===== src/rtl/dsp_bcin_mac.sv =====
`timescale 1ns/1ps
`default_nettype none
// ============================================================================
//  Module   : dsp_bcin_mac
//  Purpose  : Cascaded-operand multiply-accumulate slice. The operand pair
//             (bcin, a) passes through BREG register stages, is multiplied
//             (unsigned 18x18), passes through MREG stages and is then
//             accumulated over ACC_LEN samples. A frame is seeded with 0 or
//             with pcin. The finished result is held until the consumer
//             takes it.
//  Ports    : clk, rst_n            clock, asynchronous active-low reset
//             bcin[17:0], a[17:0]   operands (bcin comes from upstream bcout)
//             in_valid / in_ready   input handshake
//             pcin[47:0], use_pcin  frame seed, sampled on the first accept
//             clr                   synchronous frame abort
//             bcout[17:0]           bcin after BREG stages
//             m[35:0]               product after MREG stages
//             p[47:0], p_valid      frame result and its valid flag
//             p_ready               consumer takes p
//             carryout              sticky carry out of bit 47 for this frame
//  Revision : 1.0  initial release
// ============================================================================
module dsp_bcin_mac #(
  parameter int BREG    = 1,
  parameter int MREG    = 1,
  parameter int ACC_LEN = 4
) (
  input  logic        clk,
  input  logic        rst_n,
  input  logic [17:0] bcin,
  input  logic [17:0] a,
  input  logic        in_valid,
  output logic        in_ready,
  input  logic [47:0] pcin,
  input  logic        use_pcin,
  input  logic        clr,
  output logic [17:0] bcout,
  output logic [35:0] m,
  output logic [47:0] p,
  output logic        p_valid,
  input  logic        p_ready,
  output logic        carryout
);

  localparam logic [7:0] LEN = 8'(ACC_LEN);

  typedef enum logic [1:0] {
    S_IDLE = 2'd0,
    S_ACC  = 2'd1,
    S_HOLD = 2'd2
  } state_t;

  state_t      state;
  logic [7:0]  acc_cnt;   // samples accepted in this frame
  logic [7:0]  add_cnt;   // products already folded into p
  logic        accept;
  logic [17:0] a_d;       // a, delayed to stay aligned with bcout
  logic        v_b;       // valid alongside bcout / a_d
  logic        v_m;       // valid alongside m: a product lands this edge
  logic [35:0] prod;
  logic [47:0] seed;
  logic [47:0] base;
  logic [48:0] sum;

  assign in_ready = (state == S_IDLE) || ((state == S_ACC) && (acc_cnt < LEN));
  // clr discards any sample presented in the same cycle
  assign accept   = in_valid && in_ready && !clr;

  // ---------------- operand (B) pipeline ----------------
  generate
    if (BREG == 0) begin : g_breg_comb
      assign bcout = bcin;
      assign a_d   = a;
      assign v_b   = accept;
    end else begin : g_breg_reg
      logic [17:0]     b_sr [BREG];
      logic [17:0]     a_sr [BREG];
      logic [BREG-1:0] v_sr;

      always_ff @(posedge clk or negedge rst_n) begin
        if (!rst_n) begin
          for (int i = 0; i < BREG; i++) begin
            b_sr[i] <= '0;
            a_sr[i] <= '0;
          end
          v_sr <= '0;
        end else begin
          b_sr[0] <= bcin;
          a_sr[0] <= a;
          for (int i = 1; i < BREG; i++) begin
            b_sr[i] <= b_sr[i-1];
            a_sr[i] <= a_sr[i-1];
          end
          // data keeps flowing on clr, only the valid bits are flushed
          v_sr <= clr ? '0 : ((v_sr << 1) | BREG'(accept));
        end
      end

      assign bcout = b_sr[BREG-1];
      assign a_d   = a_sr[BREG-1];
      assign v_b   = v_sr[BREG-1];
    end
  endgenerate

  assign prod = 36'(a_d) * 36'(bcout);

  // ---------------- multiplier (M) pipeline ----------------
  generate
    if (MREG == 0) begin : g_mreg_comb
      assign m   = prod;
      assign v_m = v_b;
    end else begin : g_mreg_reg
      logic [35:0] m_r;
      logic        v_r;

      always_ff @(posedge clk or negedge rst_n) begin
        if (!rst_n) begin
          m_r <= '0;
          v_r <= 1'b0;
        end else begin
          m_r <= prod;
          v_r <= clr ? 1'b0 : v_b;
        end
      end

      assign m   = m_r;
      assign v_m = v_r;
    end
  endgenerate

  // ---------------- accumulator ----------------
  // In IDLE the adder base is the new seed, so with zero pipeline latency the
  // first product is folded in on the accepting edge itself.
  assign seed = use_pcin ? pcin : 48'd0;
  assign base = (state == S_IDLE) ? seed : p;
  assign sum  = {1'b0, base} + {13'd0, m};

  always_ff @(posedge clk or negedge rst_n) begin
    if (!rst_n) begin
      state    <= S_IDLE;
      p        <= '0;
      p_valid  <= 1'b0;
      carryout <= 1'b0;
      acc_cnt  <= '0;
      add_cnt  <= '0;
    end else if (clr) begin
      state    <= S_IDLE;
      p        <= '0;
      p_valid  <= 1'b0;
      carryout <= 1'b0;
      acc_cnt  <= '0;
      add_cnt  <= '0;
    end else begin
      case (state)
        S_IDLE: begin
          if (accept) begin
            acc_cnt <= 8'd1;
            if (v_m) begin
              p        <= sum[47:0];
              carryout <= sum[48];
              add_cnt  <= 8'd1;
              if (LEN == 8'd1) begin
                state   <= S_HOLD;
                p_valid <= 1'b1;
              end else begin
                state   <= S_ACC;
              end
            end else begin
              p        <= seed;
              carryout <= 1'b0;
              add_cnt  <= '0;
              state    <= S_ACC;
            end
          end
        end
        S_ACC: begin
          if (accept) acc_cnt <= acc_cnt + 8'd1;
          if (v_m) begin
            p        <= sum[47:0];
            carryout <= carryout | sum[48];
            add_cnt  <= add_cnt + 8'd1;
            if (add_cnt + 8'd1 == LEN) begin
              state   <= S_HOLD;
              p_valid <= 1'b1;
            end
          end
        end
        S_HOLD: begin
          if (p_ready) begin
            state   <= S_IDLE;
            p_valid <= 1'b0;
          end
        end
        default: state <= S_IDLE;
      endcase
    end
  end

endmodule
`default_nettype wire

===== config.mk =====
export PLATFORM = sky130hd
export DESIGN_NAME = dsp_bcin_mac
export DESIGN_NICKNAME = d
export VERILOG_FILES = /design/src/rtl/dsp_bcin_mac.sv
export SDC_FILE = /design/constraint.sdc
export NUM_CORES = 1
export LEC_CHECK = 0
export ABC_AREA = 1
export CAP_MARGIN = 20
export CORE_AREA = 2 2 188 190
export CTS_BUF_LIST = sky130_fd_sc_hd__clkbuf_4
export CTS_CLUSTER_DIAMETER = 60
export CTS_CLUSTER_SIZE = 10
export DETAILED_ROUTE_END_ITERATION = 7
export DIE_AREA = 0 0 190 192
export PLACE_DENSITY = 0.81
export SLEW_MARGIN = 5
export SYNTH_ARGS = -nofsm -noshare
export SYNTH_HDL_FRONTEND = slang
export SYNTH_SLANG_ARGS = --single-unit

===== constraint.sdc =====
create_clock -name clk -period 6.05 [get_ports clk]
set_input_delay 0.605 -clock clk [delete_from_list [all_inputs] [get_ports clk]]
set_output_delay 0.605 -clock clk [all_outputs]
set_load 0.1 [all_outputs]

==> reports/metrics.cfg <==
[grt]
antenna_found_initial = 2
grt_use_total = 0.353
grt_max_degree = 102
grt_pass1_wl_um = 98500
grt_pass1_vias = 19400
gr-total-overflow = 0

[synthesis]
synthSimpleGateAreaFrac = 0.228
synth.ff_latch_count = 142
synthMuxAreaShare = 0
synth_area_um2 = 20300
synth_xor_area_frac = 0.0250
yosysSeqAreaShare = 0.175
synth-warning-count = 0
synthAdderAreaFrac = 0.344
async_flop_share = 1.00
syn-num-nets = 3293
synth_cell_types = 59
synthCells = 2798
synth_ff_type = dfrtp_1
synth_top_family_by_area = adder cells
syn_area_per_cell_um2 = 7.27
synth_compound_area_frac = 0.0831
synth_edf_count = 0

[clock_network]
cts_tree = built
clock_path_buffers = 2
clkTransAtPathRegs_ns = 0.16
cts_sinks = 142
clkLatencyLatePin_ns = 0.70
h-tree-depth = 4
ctsHoldBuffers = 0
cts_root_buf = clkbuf_4
cts_made_buffers = 17

[worst_setup_path]
cp_common_cell = fa_1
path_buf_inv = 4
crit_end = m[24]
required_ns = 6.66
crit_path_max_incr_delay_ns = 0.69
crit_fanout = 18
r2r_setup_slack_ns = 0.28
end_kind = flip-flop
cp_num_cells = 18
reg2reg_depth = 18
worst_path_dominant_cell_family = adder cells
cp-start-kind = flip-flop
crit_type = reg2reg
crit_path_top_delay_cell = dfrtp_2
cp_data_arrival_time_ns = 6.38
reg2reg_to = m[24]
crit_start = a_d[11]
r2r_start = a_d[11]
path_cells = nand2_1, fa_1, fa_1, fa_1, inv_1, fa_1, fa_1, inv_1, fa_1, inv_1, ha_1, nand2_1, inv_1, a21oi_1, a21boi_0, o21ai_0, a21oi_1, xnor2_1

[status]
status = complete, but fails checks
violations = negative hold slack

[sta]
setup_viol = 0
period_needed_ns = 5.77
slew-limit-headroom = 0.311
tightest_slew_ns = 1.03
hold_viol_final = 13
max_freq_ghz = 0.173
drv_slew = 0
fin_crit_sh = 0.955
holdWs_ns = -0.0325
fin_tns_setup_ns = 0
rsz0062_at_grt = no
clock-skew-final_ns = 0.0464

[floorplan]
ios = 195
fp.dieH_um = 192
initial_core_util = 0.593
core_area_um2 = 34300
die_area_um2 = 36500
row_count = 68
die_w_um = 190

[cells_and_area]
layout_common_cells = 845 x nand2_1, 648 x inv_1, 257 x fa_1
nNetsFinal = 3424
syn2layout_area_growth_pct = 12.7
final_common_cell = nand2_1
drive_gt1_frac = 0.0483

[route]
vias_per_cell = 5.47
first_iter_violations = 1412
dr.pass1.iters = 8
antenna_left = 0
vias = 18600
drc = 0
routed_wl_um = 62200
wl_per_cell_um = 18.3

[place]
io_buffers = 194
place_congestion = 0.948
hpwl_um = 50300

[hold_path]
hold_path_class = in2async

[run]
maxCapViolCount = 0

-- synth_stat cells (20+ instances only) --
master | number | area share
clkbuf_1 | 77 | 0.014
xnor2_1 | 25 | 0.011
nand2_1 | 845 | 0.16
inv_1 | 648 | 0.12
nor2_1 | 130 | 0.024
ha_1 | 148 | 0.091
dfrtp_1 | 142 | 0.17
nand4_1 | 20 | 0.0062
xor2_1 | 33 | 0.014
a31oi_1 | 20 | 0.0062
nand3_1 | 78 | 0.019
a21oi_1 | 113 | 0.028
fa_1 | 257 | 0.25
o21ai_0 | 78 | 0.019
-- worst min-delay path by stage --
stage,slack [ns],cells past startpoint,endpoint,startpoint
after floorplan,0.31,0,a_d[0],rst_n
after global placement,0.44,2,g_mreg_reg.v_r,g_breg_reg.v_sr
after detailed placement,0.47,2,g_mreg_reg.v_r,g_breg_reg.v_sr
after CTS,0.008,1,m[15],rst_n
after global routing,0.05,1,add_cnt[7],rst_n
final,-0.03,1,add_cnt[6],rst_n
-- logic make-up after synthesis --
family,after synthesis
and+or+nand+nor,1136
xor gates and xnor gates,58
DFF,142
buffers and inverters,768
adders and majority gates,405
AOI/OAI and AO/OA,289
-- flip-flops by register name, indices dropped and copies added, names as in the netlist --
register	count
p	48
m	36
a_d	18
bcout	18
acc_cnt	8
add_cnt	8
state	2
carryout	1
g_breg_reg.v_sr	1
g_mreg_reg.v_r	1
p_valid	1
-- repair_timing --
| action | in CTS | in global routing |
|---|---|---|
| setup endpoints to repair | 0 | 13 |
| gates resized for setup | 0 | 23 |
| setup buffers | 0 | 3 |
-- per-layer routing --
layer,track usage,wire (um)
met1,0.414,23300
met2,0.632,31400
met3,0.0579,4480
met4,0.166,3020
met5,0,13
-- cell type report --
| type | count | area (um2) |
|---|---|---|
| Fill cell | 3057 | 11400 |
| Timing Repair Buffer | 223 | 2160 |
| Sequential cell | 142 | 3600 |
| Clock inverter | 15 | 143 |
| Tap cell | 455 | 569 |
| Inverter | 657 | 2470 |
| Clock buffer | 17 | 128 |
| Multi-Input combinational cell | 1888 | 13800 |
| Antenna cell | 1 | 2.50 |
-- through the flow --
step	hold slack [ns]	cell area [um2]	instances	worst slack, ns	utilization
after floorplan	0.309	20300	2798	0.00322	-
after global placement	0.440	22600	3362	0.230	0.658
after detailed placement	0.472	22600	3362	0.0643	0.658
after CTS	0.00816	22800	3394	0.0386	0.666
after global routing	0.0482	22900	3398	0.0327	0.668
final	-0.0325	22900	3398	0.275	0.668
Power is not shown: default switching activity piles up to over one toggle a cycle in this logic, so the estimate is an artifact.
